[src/rtl/vr_arb_pkg.sv]
// Shared types and helpers for the valid/ready round-robin FIFO-write arbiter.
package vr_arb_pkg;

    typedef enum logic {
        ARB_IDLE,
        ARB_LOCKED
    } arb_state_t;

    // Index width that stays at least one bit, even for a single requester.
    function automatic int id_width(input int n);
        return (n <= 2) ? 1 : $clog2(n);
    endfunction

endpackage

[src/rtl/rr_pick.sv]
// Circular priority encoder: first set request strictly after last_ptr_i, wrapping.
module rr_pick
    import vr_arb_pkg::*;
#(
    parameter int N  = 4,
    parameter int IW = id_width(N)
) (
    input  logic [N-1:0]  req_i,
    input  logic [IW-1:0] last_ptr_i,
    output logic          found_o,
    output logic [IW-1:0] idx_o
);

    logic [N-1:0] rot;
    int           first;

    always_comb begin
        // NOTE: every always_comb output gets a default first so no path infers a latch.
        rot   = '0;
        first = 0;
        for (int i = 0; i < N; i++) begin
            rot[i] = req_i[(int'(last_ptr_i) + 1 + i) % N];
        end
        found_o = |rot;
        // Descending scan leaves the lowest rotated position, i.e. the next in turn.
        for (int i = N - 1; i >= 0; i--) begin
            if (rot[i]) first = i;
        end
        idx_o = IW'((int'(last_ptr_i) + 1 + first) % N);
    end

endmodule

[src/rtl/vr_rr_arbiter.sv]
// Round-robin arbiter sharing one FIFO write port among N_REQ burst requesters,
// keeping bursts contiguous up to MAX_BURST beats per grant.
module vr_rr_arbiter
    import vr_arb_pkg::*;
#(
    parameter int  N_REQ     = 4,
    parameter int  WIDTH     = 8,
    parameter int  MAX_BURST = 4,
    localparam int IW        = id_width(N_REQ),
    localparam int CW        = $clog2(MAX_BURST + 1)
) (
    input  logic                   clk_i,
    input  logic                   rstn_i,
    input  logic [N_REQ-1:0]       req_valid_i,
    input  logic [N_REQ-1:0]       req_last_i,
    input  logic [N_REQ*WIDTH-1:0] req_data_i,
    output logic [N_REQ-1:0]       req_ready_o,
    input  logic                   fifo_full_i,
    output logic                   fifo_push_o,
    output logic [WIDTH-1:0]       fifo_data_o,
    output logic [IW-1:0]          grant_id_o,
    output logic                   busy_o
);

    arb_state_t    state_q, state_d;
    logic [IW-1:0] last_ptr_q, last_ptr_d;
    logic [CW-1:0] beat_cnt_q, beat_cnt_d;

    logic          pick_found;
    logic [IW-1:0] pick_idx;
    logic [IW-1:0] owner;
    logic          has_owner;
    logic          xfer;
    logic          owner_last;

    rr_pick #(
        .N  (N_REQ),
        .IW (IW)
    ) u_pick (
        .req_i      (req_valid_i),
        .last_ptr_i (last_ptr_q),
        .found_o    (pick_found),
        .idx_o      (pick_idx)
    );

    always_comb begin
        state_d    = state_q;
        last_ptr_d = last_ptr_q;
        beat_cnt_d = beat_cnt_q;

        owner     = (state_q == ARB_LOCKED) ? last_ptr_q : pick_idx;
        has_owner = (state_q == ARB_LOCKED) || pick_found;

        // Outputs are gated by rstn_i so they read zero for the whole reset window.
        req_ready_o = '0;
        if (rstn_i && has_owner && !fifo_full_i) req_ready_o[owner] = 1'b1;

        xfer        = |(req_ready_o & req_valid_i);
        owner_last  = req_last_i[owner];
        fifo_push_o = xfer;
        fifo_data_o = xfer ? req_data_i[int'(owner)*WIDTH +: WIDTH] : '0;
        grant_id_o  = (rstn_i && has_owner) ? owner : '0;
        busy_o      = rstn_i && (state_q == ARB_LOCKED);

        if (xfer) begin
            unique case (state_q)
                ARB_IDLE: begin
                    last_ptr_d = owner;
                    if (!owner_last && MAX_BURST > 1) begin
                        state_d    = ARB_LOCKED;
                        beat_cnt_d = CW'(1);
                    end
                end
                ARB_LOCKED: begin
                    // Cap reached: rotate; the remaining beats re-arbitrate as a new burst.
                    if (owner_last || (beat_cnt_q + CW'(1)) == CW'(MAX_BURST)) begin
                        state_d    = ARB_IDLE;
                        beat_cnt_d = '0;
                    end else begin
                        beat_cnt_d = beat_cnt_q + CW'(1);
                    end
                end
                default: state_d = ARB_IDLE;
            endcase
        end
    end

    always_ff @(posedge clk_i or negedge rstn_i) begin
        if (!rstn_i) begin
            state_q    <= ARB_IDLE;
            last_ptr_q <= IW'(N_REQ - 1);
            beat_cnt_q <= '0;
        end else begin
            // NOTE: sequential state uses non-blocking assignments so all flops update together.
            state_q    <= state_d;
            last_ptr_q <= last_ptr_d;
            beat_cnt_q <= beat_cnt_d;
        end
    end

    a_ready_onehot : assert property (@(posedge clk_i) $onehot0(req_ready_o));

    a_cnt_range : assert property (@(posedge clk_i) disable iff (!rstn_i)
        (state_q == ARB_LOCKED) |-> (beat_cnt_q < CW'(MAX_BURST)));

    for (genvar k = 0; k < N_REQ; k++) begin : g_vld
        a_valid_hold : assert property (@(posedge clk_i) disable iff (!rstn_i)
            (req_valid_i[k] && !req_ready_o[k]) |=> req_valid_i[k]);
    end

endmodule

[config.mk]
export PLATFORM = sky130hd
export DESIGN_NAME = vr_rr_arbiter
export DESIGN_NICKNAME = d
export VERILOG_FILES = /design/src/rtl/vr_arb_pkg.sv /design/src/rtl/rr_pick.sv /design/src/rtl/vr_rr_arbiter.sv
export SDC_FILE = /design/constraint.sdc
export NUM_CORES = 1
export LEC_CHECK = 0
export BUFFER_PORTS_ARGS = -buffer_cell sky130_fd_sc_hd__buf_2
export CORE_UTILIZATION = 44
export CTS_CLUSTER_DIAMETER = 80
export CTS_CLUSTER_SIZE = 28
export DETAILED_ROUTE_END_ITERATION = 10
export PLACE_DENSITY = 0.83
export SYNTH_ARGS = -nofsm -noshare
export SYNTH_HDL_FRONTEND = slang
export SYNTH_HIERARCHICAL = 1
export SYNTH_SLANG_ARGS = --single-unit
[constraint.sdc]
create_clock -name clk_i -period 7.9 [get_ports clk_i]
set_input_delay 0.395 -clock clk_i [delete_from_list [all_inputs] [get_ports clk_i]]
set_output_delay 0.395 -clock clk_i [all_outputs]
set_load 0.1 [all_outputs]
==> metrics.txt, run 1 <==
status=finished, final reports clean; Most Crowded Layer GR=met2; Final Skew=5.04 ps; clock transition at the registers of the reported paths=50 ps; ant diodes=0; share of cells above drive strength 1=53.6%; Non-Filler Instances=roughly 180; Placed Instances=between 150 and 200; fmax=around 250 MHz; WHS=between 500 and 600 ps; Final ANT Viol Nets=0; Mapped Area=between 900 and 1000 sq um; DRT Wirelength=~2200 um; initial antenna violation count=0; grt ovf=0; classification of the worst-slack hold path=input pin to asynchronous set/reset pin; r2r setup slk=approximately 4600 ps; Die Ht=between 40 and 50 um; Rel. slew slack=between 50% and 60%; Die ar.=about 2300 sq um; Period minus WS final=between 4000 and 5000 ps; DRT iter0 DRCs=8; Critical Path AT=3630 ps; Seq/Total Area, Yosys=16.4%; # rows=16; top cells by area, synth=mux4_2 (19%), dfrtp_1 (11%), and2_1 (6.1%); Final setup violation count=0; routed via count=between 900 and 1k; die width=47.9 um; area leader, netlist=mux4_2; TritonCTS Buffers=3; grt met1 use=20.9%; final hold viol count=0; YS warnings=6; mean post-synth cell area=just over 10 sq um; RSZ-0062 raised after global routing=no; Yosys reg bits=6; Worst EP required=around 7500 ps; Pre-antenna DRT Iters=4; DP HPWL=~1800 um; starting density of the core=46.8%; crit start category=register; GR Util All Layers=~18%; kind of critical path=register to primary output; CTS tree=built; Mapped Nets=between 100 and 150; top-area cell type share of the netlist area=19.4%; RePlAce Congestion=0.734; worst slew pin tran=about 670 ps; DRC viols=0; grt met3 use=roughly 3.0%; Longest Clk Path Bufs=2; # resized after CTS=0; vias in the first global route=about 770; largest net degree at the start of global routing=18; clk sinks=6; Tcrit/Tclk final=around 50%; CTS H-tree lvls=1; Vias/cell=around 5.4; CP Capture Type=primary output; crit path max fanout=17; Final Slew Violations=0; Post-Synthesis Cells=92; first-pass GRT wire length=2950 um; Post-Route Utilization=a little under two thirds; setup bufs post-CTS=0; clk_lat worst skew=around 240 ps; Max Cap Viol=0; met2 Resource Use GR=between 30% and 40%; Synth cell types=40; Final nets=approximately 200; routed len/inst=12.4 um; root buf cell=clkbuf_4; setup TNS=0 ps; Area Overhead vs Synth=36.1%; I/O pins=between 50 and 60; core area=1980 sq um; input/output buffers=just under 60
==> cells in the final DEF, fill, tap and decap left out, drive strengths merged, types with 3 or more instances in the layout <==
| cell type | n |
|---|---|
| nand2 | 3 |
| clkbuf | 4 |
| mux2i | 5 |
| nor2 | 6 |
| nor2b | 3 |
| and2 | 9 |
| inv | 5 |
| dfrtp | 4 |
| mux2 | 5 |
| o21ai | 8 |
| nand2b | 3 |
| buf | 58 |
| mux4 | 8 |
| ha | 3 |
| xnor2 | 3 |
==> state kept, by name, summed over array words and instances (netlist names) <==
name	flops
state_q	1
beat_cnt_q	3
last_ptr_q	2
==> area by class of cell <==
type | count | area (sq um)
fill | 170 | 718
multi-input combinational | 77 | 732
tap | 27 | 33.8
timing repair buffer | 59 | 300
inverter | 5 | 18.8
clock buffer | 4 | 26.3
sequential | 6 | 153
==> metal layers <==
metal | wire length, um | share of wire (%) | up-vias
met3 | 152 | 6.9 | 0
met5 | 0 | 0 | -
met4 | 0 | 0 | 0
met2 | 1100 | 49 | 42
li1 | - | - | 472
met1 | 967 | 44 | 450
==> synthesized netlist by cell type (all sizes together) <==
cell / n
nor2b: 3
mux4: 8
o21ai: 8
nand2b: 3
o2bb2ai: 1
a22oi: 1
ha: 3
nor3b: 1
nor4bb: 1
a21oi: 2
or3: 1
a2111oi: 1
clkbuf: 1
nor4b: 2
mux2i: 5
or4: 1
buf: 3
a311oi: 1
dfstp: 2
nand2: 3
a32o: 1
mux2: 5
o31ai: 1
nor3: 1
nand3: 1
o31a: 1
nor4: 2
a21o: 1
o211ai: 1
and2: 9
nor2: 6
inv: 5
xnor2: 3
dfrtp: 4
==> metrics by stage <==
step	area (sq um)	setup slack [ps]
5_1_grt	1260	3600
6_report	1260	3870
4_1_cts	1260	3840
3_5_place_dp	1230	4050
3_3_place_gp	1230	4150
2_1_floorplan	928	2150
==> timing repair <==
item | in CTS | in global routing
endpoints found under the setup margin | 0 | 0
endpoints found under the hold margin | 4 | 0
hold buffers | 1 | 0
==> final timing paths <==
path | start | end | cells past startpoint
min reg2reg | beat_cnt_q[0] | beat_cnt_q[0] | 1
min | rstn_i | beat_cnt_q[1] | 2
min in group clk_i | beat_cnt_q[0] | beat_cnt_q[0] | 1
max in group asynchronous | rstn_i | last_ptr_q[1] | 2
max | last_ptr_q[1] | fifo_data_o[0] | 14
max reg2reg | last_ptr_q[1] | beat_cnt_q[2] | 14
==> critical path: stages, from the launching register on <==
cell and delay, ps:
dfstp_2 630, nand2b_1 150, a21oi_1 70, o211ai_1 160
o31a_1 160, ha_1 150, xnor2_1 130, xnor2_1 150
xnor2_1 140, mux2i_4 470, nor3b_2 340, a22oi_4 130
inv_2 160, and2_1 150, buf_2 420
==> cells by family (layout without fill, tap and decap cells) <==
| group | count (synthesis) | count (layout) | synth area share [%] |
|---|---|---|---|
| buffers and inverters | 9 | 68 | 4.72 |
| AO/OA/AOI/OAI | 19 | 19 | 15.6 |
| flip-flops | 6 | 6 | 16.4 |
| adder cells (fa/ha/maj) | 3 | 3 | 4.04 |
| multiplexers | 18 | 18 | 34.4 |
| XOR/XNOR | 3 | 3 | 2.83 |
| AND/OR/NAND/NOR | 34 | 34 | 22.0 |
Power of run 1 is left out: the tool's default activity adds up to more than one toggle a clock period on the data nets, which glitch-free logic cannot reach.
==> run 2: changes to the inputs <==
--- a/config.mk
+++ b/config.mk
@@ -5,12 +5,13 @@
 export SDC_FILE = /design/constraint.sdc
 export NUM_CORES = 1
 export LEC_CHECK = 0
+export ABC_AREA = 1
 export BUFFER_PORTS_ARGS = -buffer_cell sky130_fd_sc_hd__buf_2
 export CORE_UTILIZATION = 44
 export CTS_CLUSTER_DIAMETER = 80
 export CTS_CLUSTER_SIZE = 28
 export DETAILED_ROUTE_END_ITERATION = 10
-export PLACE_DENSITY = 0.83
+export PLACE_DENSITY = 0.75
 export SYNTH_ARGS = -nofsm -noshare
 export SYNTH_HDL_FRONTEND = slang
 export SYNTH_HIERARCHICAL = 1
==> constraint.sdc (replaced) <==
create_clock -name clk_i -period 4.1 [get_ports clk_i]
set_input_delay 0.205 -clock clk_i [delete_from_list [all_inputs] [get_ports clk_i]]
set_output_delay 0.205 -clock clk_i [all_outputs]
set_load 0.1 [all_outputs]
==> metrics.txt, run 2 <==
r2r endpoint=beat_cnt_q[2] (unchanged); largest net degree at the start of global routing=13 (was 18); commonest non-fill, non-tap cell in the layout=nand2_1 (was buf_2); routed via count=1370 (was 964); crit start category=register (unchanged); grt ovf=0 (unchanged); Post-Route Utilization=58.2% (was 63.8%); CTS tree=built (unchanged); crit path max fanout=12 (was 17); Final Skew=5.03 ps (was 5.04 ps); Final ANT Viol Nets=0 (unchanged); core area=2830 sq um (was 1980 sq um); Pre-antenna DRT Iters=7 (was 4); Mapped Area=1340 sq um (was 928 sq um); failing checks=design-rule violations; classification of the worst-slack hold path=input pin to asynchronous set/reset pin (unchanged); Rel. slew slack=61.2% (was 54.6%); Yosys reg bits=6 (unchanged); YS warnings=6 (unchanged); Top reg by flops=beat_cnt_q (unchanged); critical path endpoint=fifo_data_o[7] (was fifo_data_o[0]); CP Capture Type=primary output (unchanged); top flop regs=beat_cnt_q x3, last_ptr_q x2, state_q x1 (unchanged); input/output buffers=58 (unchanged); Seq/Total Area, Yosys=11.4% (was 16.4%); top-area cell type share of the netlist area=21.8% (was 19.4%); Die ar.=3270 sq um (was 2300 sq um); I/O pins=59 (unchanged); fillers=283 (was 170); die width=57.2 um (was 47.9 um); worst slew pin tran=581 ps (was 667 ps); Longest Clk Path Bufs=2 (unchanged); clock transition at the registers of the reported paths=50 ps (about the same); RePlAce Congestion=0.828 (was 0.734); initial antenna violation count=0 (unchanged); fmax=around 270 MHz; Worst EP required=3890 ps (was 7510 ps); Worst Setup SP=last_ptr_q[0] (was last_ptr_q[1]); Final setup violation count=0 (unchanged); most frequent cells after synthesis=nand2_1 (78), inv_1 (20), nand3_1 (14) (was and2_1 (9), mux4_2 (8), nor2_1 (6), o21ai_0 (6)); Vias/cell=4.84 (was 5.42); EDFF count, synth=0 (unchanged); share of cells above drive strength 1=42.1% (was 53.6%); starting density of the core=47.4% (was 46.8%); top cells by area, synth=nand2_1 (22%), a31oi_4 (13%), dfrtp_1 (7.5%) (was mux4_2 (19%), dfrtp_1 (11%), and2_1 (6.1%)); Synth cell types=27 (was 40); clk_lat worst skew=240 ps (about the same); clk sinks=6 (unchanged); most frequent cells in the layout=nand2_1 (78), buf_2 (58), inv_1 (20) (was buf_2 (58), and2_1 (9), mux4_2 (8)); first-pass GRT wire length=5690 um (was 2950 um); # rows=19 (was 16); most numerous cell in the Yosys netlist=nand2_1 (was and2_1); Max Cap Viol=0 (unchanged); Async S/R FF share, synth=100% (unchanged); Mapped Nets=239 (was 138); DRT iter0 DRCs=19 (was 8); Tcrit/Tclk final=between 80% and 90%; Final nets=299 (was 198); GR Util All Layers=21.7% (was 17.7%); FF-to-FF path depth=21 (was 14); Critical Path AT=3440 ps (was 3630 ps); CTS H-tree lvls=1 (unchanged); setup bufs post-CTS=0 (unchanged); Die Ht=57.2 um (was 47.9 um); DRT Wirelength=3110 um (was 2220 um); launch point of the worst reg-to-reg path=last_ptr_q[0] (was last_ptr_q[1]); status=finished with violations (was finished, final reports clean); Area Overhead vs Synth=23.0% (was 36.1%); routed len/inst=11.0 um (was 12.4 um); root buf cell=clkbuf_4 (unchanged); final hold viol count=0 (unchanged); mean post-synth cell area=6.94 sq um (was 10.1 sq um); Post-Synthesis Cells=193 (was 92); kind of critical path=register to primary output (unchanged); max FFs per register=3 (unchanged); Period minus WS final=around 3600 ps; DP HPWL=2650 um (was 1840 um); area leader, netlist=nand2_1 (was mux4_2); TritonCTS Buffers=3 (unchanged); Final Slew Violations=0 (unchanged); dominant synthesized flop cell=dfrtp_1 (unchanged); r2r setup slk=920 ps (was 4570 ps); vias in the first global route=1380 (was 767); ant diodes=0 (unchanged); RSZ-0062 raised after global routing=no (unchanged); DRC viols=2 (was 0)
==> run 2: changes by cell type in the layout (fill, tap and decap cells not counted), sizes merged, moves of 8 or more <==
| cell | change |
|---|---|
| nand2 | +92 |
| inv | +21 |
| nand3 | +17 |
| and2 | -9 |
| nor2 | +9 |
| a31oi | +8 |
| mux4 | -8 |
==> run 2: cell families after synthesis <==
family | after synthesis | synth area share, %
AND/OR/NAND/NOR | 131 | 52.2
buffers and inverters | 30 | 12.7
AO/OA/AOI/OAI | 21 | 19.6
flip-flops | 6 | 11.4
adder cells (fa/ha/maj) | 3 | 2.80
XOR/XNOR | 2 | 1.31
==> run 2: how the worst min path moves through the flow <==
stage	endpoint	slack (ps)	depth (start not counted)
floorplan	beat_cnt_q[0]	-90	0
global placement	beat_cnt_q[0]	60	1
detailed placement	beat_cnt_q[0]	50	1
CTS	beat_cnt_q[0]	330	2
global route	beat_cnt_q[0]	350	2
finish	beat_cnt_q[0]	330	2
==> run 2: what timing repair did <==
| item | 4_1_cts | 5_1_grt |
|---|---|---|
| hold buffers | 1 | 0 |
| setup endpoints to repair | 0 | 8 |
| resized for setup | 0 | 1 |
| hold endpoints to repair | 4 | 0 |
==> run 2: final cells by class <==
type	count	area, sq um	area share [%]
multi-input cells	157	1020	62.0
repair buffers	59	300	18.2
well taps	31	38.8	2.35
inverters	26	108	6.53
flip-flops and latches	6	153	9.26
clock buffers	4	26.3	1.59
==> run 2: per-layer routing <==
metal  GRT usage [%]  share of wire (%)  vias to the layer above
met5               0                  0                        -
met4            6.27               0.87                        0
met3            2.49                4.8                        4
met2            40.0                 50                       52
met1            26.3                 44                      583
li1                -                  -                      731
==> run 2: critical path: stages, from the launching register on <==
cell and delay (ps):
dfstp_2 680, nand2_1 100, nand2_2 110, nand2_1 70, nand2_2 70, nand3_1 60
a21oi_1 130, ha_1 170, xor2_1 170, nand3_1 100, nand2_1 130, inv_1 80
nand2_4 80, nand2_4 110, nor2_8 170, nand3_2 90, nand2_2 120, nor2_4 130
a31oi_4 160, buf_2 440
==> run 2: per-stage QoR <==
stage	cell area (sq um)	std cells	TNS (ps)	hold WS, ps	setup WS, ps
after floorplan	1340	193	-213	-90.6	-107
after global placement	1610	278	0	55.0	465
after detailed placement	1610	278	0	53.3	398
after CTS	1640	283	0	331	139
after global routing	1650	283	0	347	121
final	1650	283	0	329	460
Power of run 2 is left out for the same reason.
